`config.mk`:
```
export PLATFORM = sky130hd
export DESIGN_NAME = dmem_arbiter
export DESIGN_NICKNAME = d
export VERILOG_FILES = /design/src/rtl/dmem_arbiter.sv
export SDC_FILE = /design/constraint.sdc
export NUM_CORES = 1
export LEC_CHECK = 0
export CAP_MARGIN = 25
export CORE_MARGIN = 2
export CORE_UTILIZATION = 37
export DETAILED_ROUTE_END_ITERATION = 10
export GPL_TIMING_DRIVEN = 0
export MAX_ROUTING_LAYER = met4
export PLACE_DENSITY = 0.85
export SYNTH_ARGS = -nofsm -noshare
export SYNTH_HDL_FRONTEND = slang
export SYNTH_SLANG_ARGS = --single-unit
export TNS_END_PERCENT = 5
```
`constraint.sdc`:
```
create_clock -name clk -period 3.25 [get_ports clk]
set_input_delay 0.325 -clock clk [delete_from_list [all_inputs] [get_ports clk]]
set_output_delay 0.325 -clock clk [all_outputs]
set_load 0.005 [all_outputs]
```
`src/rtl/dmem_arbiter.sv`:
```
// Two-master round-robin arbiter for the shared data-memory/MMIO port.
// Supports a lock for multi-word bursts, registered read responses and a loader write guard on the MMIO register.
module dmem_arbiter #(
    parameter int                    ADDR_WIDTH = 10,
    parameter int                    DATA_WIDTH = 32,
    parameter logic [ADDR_WIDTH-1:0] MMIO_ADDR  = 'h20
) (
    input  logic                  clk,
    input  logic                  rst,
    input  logic                  m0_req,
    input  logic                  m0_we,
    input  logic [ADDR_WIDTH-1:0] m0_addr,
    input  logic [DATA_WIDTH-1:0] m0_wdata,
    input  logic                  m0_lock,
    output logic                  m0_gnt,
    output logic                  m0_rvalid,
    output logic [DATA_WIDTH-1:0] m0_rdata,
    input  logic                  m1_req,
    input  logic                  m1_we,
    input  logic [ADDR_WIDTH-1:0] m1_addr,
    input  logic [DATA_WIDTH-1:0] m1_wdata,
    input  logic                  m1_lock,
    output logic                  m1_gnt,
    output logic                  m1_rvalid,
    output logic [DATA_WIDTH-1:0] m1_rdata,
    output logic                  m1_err,
    output logic                  mem_we,
    output logic [ADDR_WIDTH-1:0] mem_addr,
    output logic [DATA_WIDTH-1:0] mem_wdata,
    input  logic [DATA_WIDTH-1:0] mem_rdata
);

    // prio/owner encode the master index: 0 = CPU, 1 = loader
    logic                  prio_q, prio_d;
    logic                  owner_valid_q, owner_valid_d;
    logic                  owner_q, owner_d;
    logic                  rv0_q, rv0_d, rv1_q, rv1_d;
    logic [DATA_WIDTH-1:0] rd0_q, rd0_d, rd1_q, rd1_d;
    logic                  err_q, err_d;
    logic                  gnt0, gnt1, blocked, owner_req;

    always_comb begin
        gnt0 = 1'b0;
        gnt1 = 1'b0;
        if (!rst) begin
            if (owner_valid_q) begin
                gnt0 = !owner_q && m0_req;
                gnt1 = owner_q && m1_req;
            end else if (m0_req && m1_req) begin
                gnt0 = !prio_q;
                gnt1 = prio_q;
            end else begin
                gnt0 = m0_req;
                gnt1 = m1_req;
            end
        end
    end

    assign blocked   = gnt1 && m1_we && (m1_addr == MMIO_ADDR);
    assign owner_req = owner_q ? m1_req : m0_req;

    always_comb begin
        mem_we    = 1'b0;
        mem_addr  = '0;
        mem_wdata = '0;
        if (gnt0) begin
            mem_we    = m0_we;
            mem_addr  = m0_addr;
            mem_wdata = m0_wdata;
        end else if (gnt1) begin
            mem_we    = m1_we && !blocked;
            mem_addr  = m1_addr;
            mem_wdata = m1_wdata;
        end
    end

    always_comb begin
        prio_d        = prio_q;
        owner_valid_d = owner_valid_q;
        owner_d       = owner_q;
        // A locked grant takes ownership but leaves the round-robin pointer alone
        if (gnt0) begin
            if (m0_lock) begin
                owner_valid_d = 1'b1;
                owner_d       = 1'b0;
            end else begin
                owner_valid_d = 1'b0;
                prio_d        = 1'b1;
            end
        end
        if (gnt1) begin
            if (m1_lock) begin
                owner_valid_d = 1'b1;
                owner_d       = 1'b1;
            end else begin
                owner_valid_d = 1'b0;
                prio_d        = 1'b0;
            end
        end
        // Owner walked away mid-burst: free the port and favour the other master
        if (owner_valid_q && !owner_req) begin
            owner_valid_d = 1'b0;
            prio_d        = !owner_q;
        end
    end

    always_comb begin
        rv0_d = gnt0 && !m0_we;
        rv1_d = gnt1 && !m1_we;
        rd0_d = rv0_d ? mem_rdata : rd0_q;
        rd1_d = rv1_d ? mem_rdata : rd1_q;
        err_d = blocked;
    end

    always_ff @(posedge clk or posedge rst) begin
        if (rst) begin
            prio_q        <= 1'b0;
            owner_valid_q <= 1'b0;
            owner_q       <= 1'b0;
            rv0_q         <= 1'b0;
            rv1_q         <= 1'b0;
            rd0_q         <= '0;
            rd1_q         <= '0;
            err_q         <= 1'b0;
        end else begin
            prio_q        <= prio_d;
            owner_valid_q <= owner_valid_d;
            owner_q       <= owner_d;
            rv0_q         <= rv0_d;
            rv1_q         <= rv1_d;
            rd0_q         <= rd0_d;
            rd1_q         <= rd1_d;
            err_q         <= err_d;
        end
    end

    assign m0_gnt    = gnt0;
    assign m1_gnt    = gnt1;
    assign m0_rvalid = rv0_q;
    assign m1_rvalid = rv1_q;
    assign m0_rdata  = rd0_q;
    assign m1_rdata  = rd1_q;
    assign m1_err    = err_q;

endmodule

```
==> After elaboration in Yosys (flattened, before gate mapping) <==
Cells that the tools add are included.
{ "word_totals": {"out_inout_bits": 112, "reg_bits": 70, "in_bits": 124, "word_cells": 52} }
{ "op_classes": {"eq_ne": 1, "n_reduce_logical": 16, "mux": 27} }
{ "op_table": {"columns": ["cell", "count"], "rows": [
  ["32-bit two-way mux", 2],
  ["1-bit two-way mux", 23],
  ["10-bit two-way mux", 2],
  ["10-bit by 6-bit == test with 1-bit output, second input constant", 1],
  ["1-bit logical AND", 9],
  ["1-bit zero test", 6],
  ["3-bit nonzero test", 1]
]} }

==> Logic depth before layout (Yosys ltp) <==
{ "logic_depth": {"word_depth": 10, "mapped_depth": 5, "ltp_nobuf": 4} }

==> Worst setup path after synthesis <==
OpenSTA, ideal clock, no wires.
{ "synth_timing": {"path_kind": "reg-to-output", "from": "register owner_valid_q", "to": "output port mem_wdata[22]", "setup_slack_ps": 1501, "t_required_ps": 2925, "arrival_time_ps": 1424, "n_path_buf": 1, "path_stages_with_launch": 6, "path_cell_list": "dfrtp_1 nor2b_1 or3_1 inv_2 buf_2 a22o_1"} }
{ "synth_between": {"elab_chain_cells": 4, "word_cells_on_any_way": 6, "cone_classes": "mux (6)"} }
{ "synth_rtl": {"columns": ["element", "line", "source"], "rows": [
  ["start: declaration", "35", "logic owner_valid_q, owner_valid_d;"],
  ["start signal: assignment", "127", "owner_valid_q <= owner_valid_d;"],
  ["1-bit two-way mux", "46", "if (owner_valid_q) begin"],
  ["1-bit two-way mux", "45", "if (!rst) begin"],
  ["via m1_gnt", "23", "output logic m1_gnt,"],
  ["32-bit two-way mux", "70", "end else if (gnt1) begin"],
  ["32-bit two-way mux", "66", "if (gnt0) begin"],
  ["end: declaration", "29", "output logic [DATA_WIDTH-1:0] mem_wdata,"]
]} }
The timed path passes the listed nets, and every way through them passes these cells.

==> Final worst setup path <==
{ "layout_timing": {"from": "input port rst", "to": "output port mem_wdata[13]"} }
{ "layout_between": {"elab_chain_cells": 3, "word_cells_on_any_way": 4, "cone_classes": "mux (4)"} }
{ "layout_rtl": {"columns": ["element", "line", "source"], "rows": [
  ["start: declaration", "9", "input logic rst,"],
  ["1-bit two-way mux", "45", null],
  ["32-bit two-way mux", "70", null],
  ["32-bit two-way mux (*)", "66", null]
]} }
Every way passes the cells marked *; elsewhere a longest branch is shown, timed or not.

==> results.py <==
metrics = {
    "run_status": {
        "outcome": "finished clean",
    },
    "job": {
        "drv_cap": 0,
    },
    "cts": {
        "htree_levels": 3,
        "cts_hold_buffers": 0,
        "cts_resized": 0,
        "cts_sinks": 70,
        "post_cts_buffers": 0,
        "clock-root-buffer": "clkbuf_8",
        "clk_pin_slew_ns": 0.07,
        "clockBufferDepth": 2,
        "clk_latency_ns": 0.32,
        "cts_tree": "built",
        "numCtsBuffers": 9,
    },
    "floorplan": {
        "io_pins": 236,
        "core-area_um2": 8590,
        "fp.dieW_um": 97.4,
        "start_util": 0.376,
        "die_h_um": 97.4,
        "num_rows": 34,
        "dieArea_um2": 9490,
    },
    "place": {
        "place_ws_ns": 0.288,
        "placed_cell_area_um2": 5720,
        "gp_congestion": 0.832,
        "port_buffers": 235,
        "dp_hpwl_um": 9140,
    },
    "power_and_ir_drop": {
        "p_seq_frac": 0.358,
        "p_switching_uw": 1190,
        "power.total_uw": 4300,
        "pwr_density_cell_nw_per_um2": 726,
        "comb_power_share": 0.479,
        "internal-power_uw": 3110,
        "power.share.clock": 0.163,
        "ir_drop_mv": 0.287,
        "power.share.switching": 0.277,
        "p_leak_uw": 0.00241,
    },
    "logic_synthesis": {
        "netlist.area_leader.share": 0.542,
        "ys_ff_latch": 70,
        "yosysWarnings": 0,
        "synth_area_leaders": "dfrtp_1, mux2_2, a22o_1",
        "ys_types": 28,
        "yosys.area_share.simple": 0.0519,
        "avgSynthCellArea_um2": 14.6,
        "synth_top_family_by_area": "multiplexers",
        "synthesis.area_um2": 3230,
        "synth_mux_area_frac": 0.238,
        "synth_xor_area_frac": 0,
        "ys_seq_area_frac": 0.542,
        "syn_nets": 345,
        "synth_compound_gate_area_share": 0.130,
        "synthCells": 221,
        "synth_fa_ha_area_frac": 0,
        "synth_area_leader_cell": "dfrtp_1",
    },
    "final_layout": {
        "most-common-layout-cells": "clkdlybuf4s50_1, dfrtp_1, mux2_2",
        "final_common_cell": "clkdlybuf4s50_1",
        "final_area_um2": 5920,
        "post-route-util": 0.689,
        "syn2layout_area_growth_pct": 83.3,
        "final_nets": 591,
        "drive_gt1_frac": 0.212,
        "num_antenna_cells": 0,
    },
    "global_routing": {
        "grt_max_degree": 71,
        "overflow": 0,
        "antenna_found_initial": 0,
        "grt_pass1_wl_um": 17200,
        "grt_pass1_vias": 3218,
        "groute.usage.overall": 0.239,
    },
    "timing": {
        "rsz0062_at_grt": "false",
        "tightest_slew_ns": 0.857,
        "skew_ns": 0.00812,
        "slew_headroom": 0.429,
        "fmax_mhz": 334,
        "fin_crit_sh": 0.922,
        "setup_violations": 0,
        "hold_violations": 0,
        "setup_slack_ns": 0.252,
        "fin_tns_setup_ns": 0,
        "finalMaxSlewViolations": 0,
        "min_period_ns": 3.00,
    },
    "worst_setup_path": {
        "slowest_delay_ns": 0.55,
        "worstReg2RegStart": "owner_valid_q",
        "endpoint_kind": "primary output",
        "cp_top_family": "buffers and inverters",
        "cpMostUsedCell": "clkdlybuf4s50_1",
        "cp-start-kind": "input pin",
        "path_depth": 7,
        "cp_cell_sequence": "clkdlybuf4s50_1 -> nand2b_1 -> or3_1 -> inv_2 -> buf_2 -> a22o_1 -> clkdlybuf4s50_1",
        "rrSetupSlack_ns": 1.28,
        "crit_end": "mem_wdata[13]",
        "crit_start": "rst",
        "path_class": "input pin to primary output",
        "required_ns": 2.92,
        "crit_slowest_cell": "clkdlybuf4s50_1",
        "critPathMaxFanout": 10,
        "worst_ep_arrival_time_ns": 2.67,
        "cp_num_buf_inv": 4,
        "worst_r2r_path_depth": 4,
        "reg2reg_to": "m0_rdata[0]",
    },
    "detailed_routing": {
        "drt_iter0_drc": 113,
        "wl_per_cell_um": 19.3,
        "drc": 0,
        "vias": 2915,
        "first_pass_iters": 4,
        "routed_wl_um": 11200,
        "routed_via_density": 5.03,
        "final_antenna_net_count": 0,
    },
    "hold_path": {
        "min_path_cells": 1,
        "min_path_type": "flop to flop",
    },
}
Yosys cell counts:
library cell and number:
nor3b_2 1, a22o_1 43, a32o_1 1, nor4_4 2, nor4_1 3, or4b_1 1
a311oi_1 2, mux2_1 1, mux2_2 53, nand2b_1 2, inv_1 3, buf_6 6
buf_2 8, nor3_2 1, nand2_1 1, inv_2 1, or2_2 1, dfrtp_1 70
and2_1 2, mux2_4 10, o21ai_0 2, a31oi_1 1, nand4b_1 1, or3_1 1
and3b_4 1, nor2b_1 1, mux2i_1 1, nor3_1 1
through the flow:
step	hold slack (ns)	cells
finish	0.502	580
floorplan	0.439	221
detailed placement	0.487	564
global route	0.520	580
global placement	0.468	564
CTS	0.503	580
worst register-to-register path, stage by stage (launching register included):
cell     delay, ns
dfrtp_1       0.47
and2_1        0.24
nor4_4        0.54
buf_6         0.24
mux2_2        0.36
registers in the layout, indices dropped and copies added (netlist names):
signal         count
m0_rdata          32
m0_rvalid          1
m1_err             1
m1_rdata          32
m1_rvalid          1
owner_q            1
owner_valid_q      1
prio_q             1
power groups by stage:
stage	registers (µW)	clock network, µW	logic, µW
2_1_floorplan	1560	0	699
3_3_place_gp	1530	0	2020
3_5_place_dp	1560	0	2080
4_1_cts	1540	721	2080
5_1_grt	1590	763	2180
6_report	1540	699	2060
how the worst min path moves through the flow:
stage	from	end	slack [ns]
after global routing	m0_rdata[28]	m0_rdata[28]	0.52
final	m1_rdata[25]	m1_rdata[25]	0.50
after floorplan	m1_we	m1_err	0.44
after global placement	m1_rdata[25]	m1_rdata[25]	0.47
after CTS	m1_rdata[25]	m1_rdata[25]	0.50
after detailed placement	m1_rdata[25]	m1_rdata[25]	0.49
cell families (layout without fill, tap and decap cells):
| family | after synthesis | count (layout) |
|---|---|---|
| buf+inv | 18 | 269 |
| mux | 65 | 65 |
| flops | 70 | 70 |
| compound gates | 49 | 49 |
| simple gates | 19 | 19 |
layout make-up:
type / instances / area [µm²]
Tap cell: 108 / 135
Multi-Input combinational cell: 133 / 1360
Clock buffer: 11 / 141
Fill cell: 640 / 2670
Buffer: 14 / 108
Inverter: 4 / 17.5
Sequential cell: 70 / 1750
Clock inverter: 5 / 58.8
Timing Repair Buffer: 235 / 2350
metal layers:
metal  up-vias  wire length (µm)  track usage
li1       1338                 -            -
met3        14               678       0.0532
met5         -                 0            -
met1      1419              4360        0.267
met2       144              5880        0.420
met4         0               296       0.0887
No activity file was read; power rests on OpenSTA's default activity.
